--- src/rtl/modulation_segment_serializer_if.sv ---
// Bus bundle for modulation_segment_serializer: start request, frame words in, modulated stream out.
interface modulation_segment_serializer_if #(
    parameter int WIDTH = 32
);
    logic             start;
    logic [WIDTH-1:0] segment_0;
    logic [WIDTH-1:0] segment_1;
    logic [WIDTH-1:0] segment_2;
    logic [WIDTH-1:0] segment_3;
    logic [WIDTH-1:0] segment_4;
    logic [WIDTH-1:0] segment_5;
    logic [WIDTH-1:0] segment_6;
    logic [WIDTH-1:0] segment_7;
    logic [WIDTH-1:0] segment_8;
    logic [WIDTH-1:0] segment_9;
    logic [WIDTH-1:0] output_bit;
    logic             out_valid;
    logic             out_last;
    logic [3:0]       segment_index;
    logic             busy;
    logic             done;

    modport master (
        output start, segment_0, segment_1, segment_2, segment_3, segment_4,
               segment_5, segment_6, segment_7, segment_8, segment_9,
        input  output_bit, out_valid, out_last, segment_index, busy, done
    );

    modport slave (
        input  start, segment_0, segment_1, segment_2, segment_3, segment_4,
               segment_5, segment_6, segment_7, segment_8, segment_9,
        output output_bit, out_valid, out_last, segment_index, busy, done
    );
endinterface

--- src/rtl/modulation_segment_serializer.sv ---
// Snapshots a frame of segments on a start level, warms up, then emits one word per cycle.
// Optional MOD_SCRAMBLE_EN: XOR each emitted word with a 32-bit LFSR seeded at snapshot.
module modulation_segment_serializer #(
    parameter int WIDTH   = 32,
    parameter int NUM_SEG = 10,
    parameter int WARMUP  = 3
) (
    input logic clk,
    input logic reset,
    modulation_segment_serializer_if.slave bus
);
    typedef enum logic [1:0] {IDLE, WARM, SEND, DONE} state_t;

    state_t           state, state_nxt;
    logic [3:0]       warm_cnt, warm_cnt_nxt;
    logic [3:0]       idx, idx_nxt;
    logic             armed;
    logic             snapshot;
    logic [WIDTH-1:0] seg_in [0:9];
    logic [WIDTH-1:0] bank   [0:9];
    logic [WIDTH-1:0] word_nxt;

`ifdef MOD_SCRAMBLE_EN
    localparam logic [31:0] LFSR_SEED = 32'hACE10001;
    logic [31:0] lfsr;
`endif

    always_comb begin
        seg_in[0] = bus.segment_0;
        seg_in[1] = bus.segment_1;
        seg_in[2] = bus.segment_2;
        seg_in[3] = bus.segment_3;
        seg_in[4] = bus.segment_4;
        seg_in[5] = bus.segment_5;
        seg_in[6] = bus.segment_6;
        seg_in[7] = bus.segment_7;
        seg_in[8] = bus.segment_8;
        seg_in[9] = bus.segment_9;
    end

    always_ff @(posedge clk) begin
        if (reset) state <= IDLE;
        else       state <= state_nxt;
    end

    // A dropped start in WARM or SEND abandons the frame without a done pulse.
    always_comb begin
        state_nxt    = state;
        warm_cnt_nxt = warm_cnt;
        idx_nxt      = idx;
        snapshot     = 1'b0;
        case (state)
            IDLE: begin
                if (bus.start && armed) begin
                    state_nxt    = WARM;
                    warm_cnt_nxt = 4'(WARMUP - 1);
                    snapshot     = 1'b1;
                end
            end
            WARM: begin
                if (!bus.start) begin
                    state_nxt = IDLE;
                end else if (warm_cnt == '0) begin
                    state_nxt = SEND;
                    idx_nxt   = '0;
                end else begin
                    warm_cnt_nxt = warm_cnt - 4'd1;
                end
            end
            SEND: begin
                if (!bus.start)                       state_nxt = IDLE;
                else if (idx == 4'(NUM_SEG - 1))      state_nxt = DONE;
                else                                  idx_nxt   = idx + 4'd1;
            end
            DONE: begin
                if (!bus.start) state_nxt = IDLE;
            end
            default: state_nxt = IDLE;
        endcase
    end

    always_comb begin
        word_nxt = '0;
        if (idx_nxt < 4'd10) word_nxt = bank[idx_nxt];
`ifdef MOD_SCRAMBLE_EN
        word_nxt = word_nxt ^ WIDTH'(lfsr);
`endif
    end

    // Outputs are registered from the next-state view so they line up with the state they describe.
    always_ff @(posedge clk) begin
        if (reset) begin
            warm_cnt          <= '0;
            idx               <= '0;
            armed             <= 1'b0;
            bus.output_bit    <= '0;
            bus.segment_index <= '0;
            bus.out_valid     <= 1'b0;
            bus.out_last      <= 1'b0;
            bus.busy          <= 1'b0;
            bus.done          <= 1'b0;
            for (int unsigned i = 0; i < 10; i++) bank[i] <= '0;
        end else begin
            warm_cnt <= warm_cnt_nxt;
            idx      <= idx_nxt;
            if (snapshot)                       armed <= 1'b0;
            else if (state == IDLE && !bus.start) armed <= 1'b1;
            if (snapshot) begin
                for (int unsigned i = 0; i < 10; i++) bank[i] <= seg_in[i];
            end
            bus.out_valid     <= (state_nxt == SEND);
            bus.output_bit    <= (state_nxt == SEND) ? word_nxt : '0;
            bus.segment_index <= (state_nxt == SEND) ? idx_nxt : '0;
            bus.out_last      <= (state_nxt == SEND) && (idx_nxt == 4'(NUM_SEG - 1));
            bus.busy          <= (state_nxt == WARM) || (state_nxt == SEND);
            bus.done          <= (state == SEND) && (state_nxt == DONE);
        end
    end

`ifdef MOD_SCRAMBLE_EN
    always_ff @(posedge clk) begin
        if (reset || snapshot)     lfsr <= LFSR_SEED;
        else if (state_nxt == SEND) lfsr <= {lfsr[30:0], lfsr[31] ^ lfsr[21] ^ lfsr[1] ^ lfsr[0]};
    end
`endif
endmodule

--- src/flat_wrapper.sv ---
// flat-port wrapper written by rule: the top's interface ports become plain ports
module modulation_segment_serializer_flat 
#(
    parameter int WIDTH   = 32,
    parameter int NUM_SEG = 10,
    parameter int WARMUP  = 3
)
  (clk, reset, bus_start, bus_segment_0, bus_segment_1, bus_segment_2, bus_segment_3, bus_segment_4, bus_segment_5, bus_segment_6, bus_segment_7, bus_segment_8, bus_segment_9, bus_output_bit, bus_out_valid, bus_out_last, bus_segment_index, bus_busy, bus_done);
  modulation_segment_serializer_if #(.WIDTH(WIDTH)) bus_i ();
  input logic clk;
  input logic reset;
  input wire logic [$bits(bus_i.start)-1:0] bus_start;
  input wire logic [$bits(bus_i.segment_0)-1:0] bus_segment_0;
  input wire logic [$bits(bus_i.segment_1)-1:0] bus_segment_1;
  input wire logic [$bits(bus_i.segment_2)-1:0] bus_segment_2;
  input wire logic [$bits(bus_i.segment_3)-1:0] bus_segment_3;
  input wire logic [$bits(bus_i.segment_4)-1:0] bus_segment_4;
  input wire logic [$bits(bus_i.segment_5)-1:0] bus_segment_5;
  input wire logic [$bits(bus_i.segment_6)-1:0] bus_segment_6;
  input wire logic [$bits(bus_i.segment_7)-1:0] bus_segment_7;
  input wire logic [$bits(bus_i.segment_8)-1:0] bus_segment_8;
  input wire logic [$bits(bus_i.segment_9)-1:0] bus_segment_9;
  output wire logic [$bits(bus_i.output_bit)-1:0] bus_output_bit;
  output wire logic [$bits(bus_i.out_valid)-1:0] bus_out_valid;
  output wire logic [$bits(bus_i.out_last)-1:0] bus_out_last;
  output wire logic [$bits(bus_i.segment_index)-1:0] bus_segment_index;
  output wire logic [$bits(bus_i.busy)-1:0] bus_busy;
  output wire logic [$bits(bus_i.done)-1:0] bus_done;
  assign bus_i.start = bus_start;
  assign bus_i.segment_0 = bus_segment_0;
  assign bus_i.segment_1 = bus_segment_1;
  assign bus_i.segment_2 = bus_segment_2;
  assign bus_i.segment_3 = bus_segment_3;
  assign bus_i.segment_4 = bus_segment_4;
  assign bus_i.segment_5 = bus_segment_5;
  assign bus_i.segment_6 = bus_segment_6;
  assign bus_i.segment_7 = bus_segment_7;
  assign bus_i.segment_8 = bus_segment_8;
  assign bus_i.segment_9 = bus_segment_9;
  assign bus_output_bit = bus_i.output_bit;
  assign bus_out_valid = bus_i.out_valid;
  assign bus_out_last = bus_i.out_last;
  assign bus_segment_index = bus_i.segment_index;
  assign bus_busy = bus_i.busy;
  assign bus_done = bus_i.done;
  modulation_segment_serializer #(.WIDTH(WIDTH), .NUM_SEG(NUM_SEG), .WARMUP(WARMUP)) u_core (.clk(clk), .reset(reset), .bus(bus_i));
endmodule
--- config.mk ---
export PLATFORM = sky130hd
export DESIGN_NAME = modulation_segment_serializer_flat
export DESIGN_NICKNAME = d
export VERILOG_FILES = /design/src/rtl/modulation_segment_serializer_if.sv /design/src/rtl/modulation_segment_serializer.sv /design/src/flat_wrapper.sv
export SDC_FILE = /design/constraint.sdc
export NUM_CORES = 1
export LEC_CHECK = 0
export BUFFER_PORTS_ARGS = -buffer_cell sky130_fd_sc_hd__buf_2
export CELL_PAD_IN_SITES_DETAIL_PLACEMENT = 1
export CELL_PAD_IN_SITES_GLOBAL_PLACEMENT = 1
export CORE_ASPECT_RATIO = 1.1
export CORE_MARGIN = 5
export CORE_UTILIZATION = 30
export CTS_CLUSTER_DIAMETER = 150
export DETAILED_ROUTE_END_ITERATION = 12
export PLACE_DENSITY_LB_ADDON = 0.1
export SKIP_CTS_REPAIR_TIMING = 1
export SLEW_MARGIN = 20
export SYNTH_ARGS = -nofsm -noshare
export SYNTH_HDL_FRONTEND = slang
export SYNTH_SLANG_ARGS = --single-unit
--- constraint.sdc ---
create_clock -name clk -period 12.2 [get_ports clk]
set_input_delay 1.22 -clock clk [delete_from_list [all_inputs] [get_ports clk]]
set_output_delay 1.22 -clock clk [all_outputs]
set_load 0.02 [all_outputs]
==> results.md <==
* Post-layout net count at 1960
* Worst EP required at 12.37 ns
* Slew Limit Fails at 0
* Internal at 2.21 mW
* Final min period at around 4 ns
* Max-Cap Viols at 0
* Peak per-stage delay on the critical path at 0.85 ns
* Cells after Synth at ~1300
* Synth Register Bits at 371
* Post-synth ARST share at 0
* Post-DP HPWL at 32400 µm
* Final instance area at 0.0200 mm²
* Chip Height at between 200 and 300 µm
* Total GRT Usage at 0.156
* Critical path fanouts, max at 72
* Synth-to-Final Area Change at 22.9%
* Count leader, synth: and2_1
* Final TNS setup at 0 ns
* Drt wl/cell at 20.0 µm
* Sink Count at between 300 and 400
* Via density at 4.51
* Critical Path, Cell by Cell: buf_2, nand3_1, nand2b_4, buf_4, buf_4
* Worst hold path class: reg2reg
* 1st-iter DRT viols at around 470
* Final hold vios at 0
* First-pass GRT wire length at 70200 µm
* PortBufs at roughly 360
* Max Clock Skew at between 0.015 and 0.02 ns
* Flop pwr share at 0.522
* Startpoint Class: input pin
* Cell family with most CP delay: buffers and inverters
* Starting Density at 0.303
* Seq/Total Area, Yosys at 0.653
* Antenna-violating nets left at 0
* Cell Rows at 89
* # DRC at 0
* Max-Slew Margin vs Limit at 0.294
* Die area at 0.0590 mm²
* Worst slew pin tran at 1.06 ns
* Post-synth top area cell: edfxtp_1
* Max Buffers Root-to-Sink at 3
* Die span in x at 232 µm
* Core Footprint at 0.0537 mm²
* DR vias at between 10000 and 15000
* Worst-skew pair later-pin latency at 0.55 ns
* Top cell by count, worst path: buf_4
* Final WL at about 48000 µm
* Antenna Diode Count at 0
* Num CTS Buffers at 42
* CTS tree: built
* Net switching power figure at 0.606 mW
* CP arrival at between 4 and 5 ns
* Fmax achieved at 0.246 GHz
* Clock-pin transition on the worst setup and hold timing paths at approximately 0.060 ns
* Number of antenna violations at the first check in global routing at 6
* RSZ-0062 raised after global routing: false
* Pwr per Cell Area at 141 mW/mm²
* Top cells by count, synth: 321 x and2_1, 320 x edfxtp_1, 167 x nand2_1
* Synth Area per Inst at between 10 and 15 µm²
* Syn Nets at 1630
* Status: finished clean
* Post-synth EDFFs at 320
* Final Total Pwr at 2.82 mW
* Fin crit share at 0.333
* Placer congestion estimate at around 0.76
* Clock power frac at 0.424
* Sw frac at 0.215
* Kind of critical path: in2reg
* Worst vdd ir at 0.0774 mV
* Total congestion overflow at 0
* Share of cells above drive strength 1 at 0.266
* Yosys cell types at 45
* P_leak at ~8.4 nW
* Ys Warns at 0
* CP Capture Type: flip-flop
* Combinational power share at 0.054
* Root buffer cell: clkbuf_16
* IO Count at 363
* Top_reg_cell synth: edfxtp_1
* Vias in the first global route at 11700
* Ranking of synthesized cells by area: edfxtp_1 59%, and2_1 12%, dfxtp_1 6.3%
* H-tree Lvls at 2
* CP max-delay cell: buf_4
* DP Area at 0.0187 mm²
* Setup violators final at 0
* Mapped Area at 0.0163 mm²
* Share of the synthesized area in the top cell type at 0.590
* Worst Path Buf+Inv at 3
* First-pass DRT Iterations at 4
* Largest net degree at the start of global routing at 120
## power groups by stage
stage,clock (mW),combinational [mW],sequential [mW]
floorplan,0,0.0701,1.51
global placement,0,0.155,1.49
detailed placement,0,0.156,1.50
CTS,1.24,0.157,1.47
global route,1.29,0.171,1.47
finish,1.19,0.153,1.47
## state kept, by name (all words and copies together), names as in the netlist, 2 cells and up
signal                    flops
u_core.bus.output_bit        32
u_core.warm_cnt               4
u_core.state                  2
u_core.bank                 320
u_core.bus.segment_index      4
u_core.idx                    4
## metrics by stage
stage / hold slack [ns] / std cells / util / setup slack [ns]
2_1_floorplan: 0.478 / 1296 / - / 2.33
3_3_place_gp: 0.499 / 2308 / 0.348 / 7.57
3_5_place_dp: 0.528 / 2310 / 0.349 / 7.49
4_1_cts: 0.540 / 2385 / 0.372 / 8.05
5_1_grt: 0.569 / 2385 / 0.373 / 7.89
6_report: 0.533 / 2385 / 0.373 / 8.13
## cells in the final DEF (no fill, tap or decap), types with 2 or more instances in the layout
cell type  count
nor2_4         2
clkinv_2       7
clkinv_1       7
a211o_1        2
xnor2_1        2
nor2_1        19
nand3_1       32
and2_1       321
nand3_4        2
edfxtp_1     320
and3_4         2
clkbuf_1      12
o221ai_1       2
o21ai_0        2
nand2_1      167
nor3_1         3
nor2b_1        2
a221o_1       31
buf_4         10
buf_2        362
nand2b_1       2
a211oi_1       2
clkbuf_16     43
bufinv_16      2
a21oi_1      100
o211ai_1       4
inv_1         13
mux2i_1       96
ha_1          11
dfxtp_1       51
## path summary, 6_finish.rpt
path | start | end | slack, ns | cells after the start
worst max-delay path | bus_start | u_core.bank[8][12]$_SDFFCE_PN0P_ | 8.13 | 5
worst min-delay path | u_core.warm_cnt[1]$_SDFFE_PP0P_ | u_core.warm_cnt[1]$_SDFFE_PP0P_ | 0.53 | 2
worst min register to register | u_core.warm_cnt[1]$_SDFFE_PP0P_ | u_core.warm_cnt[1]$_SDFFE_PP0P_ | 0.53 | 2
worst max register to register | u_core.state[1]$_SDFF_PP0_ | u_core.bank[8][12]$_SDFFCE_PN0P_ | 8.25 | 6
## worst reg2reg max path: stages (launching register included)
cell and delay [ns]:
dfxtp_1 0.34, inv_1 0.14, ha_1 0.28, nand3_1 0.25, nand2b_4 0.74, buf_4 0.85, buf_4 0.92
## cell families (layout without fill, tap and decap cells)
group	after synthesis	after routing	share of synthesized area
simple gates	564	564	0.187
flops	371	371	0.653
compound gates	151	151	0.0593
buf+inv	101	462	0.0321
mux	96	96	0.0590
fa+ha+maj	11	11	0.00846
xor+xnor	2	2	0.00108
## final cells by class
| type | instances | area (µm²) |
|---|---|---|
| Clock inverter | 19 | 146 |
| Sequential cell | 371 | 10600 |
| Fill cell | 5928 | 33700 |
| Multi-Input combinational cell | 824 | 5190 |
| Inverter | 13 | 48.8 |
| Tap cell | 728 | 911 |
| Clock buffer | 56 | 1130 |
| Timing Repair Buffer | 374 | 1930 |
## metal layers
| metal | vias to the layer above | GRT usage | part of all wire |
|---|---|---|---|
| li1 | 5213 | - | - |
| met1 | 5191 | 0.203 | 0.44 |
| met5 | - | 0 | 0.0013 |
| met3 | 62 | 0.0363 | 0.056 |
| met4 | 8 | 0.0385 | 0.020 |
| met2 | 274 | 0.265 | 0.49 |
Power figures use the tool's default switching activity.
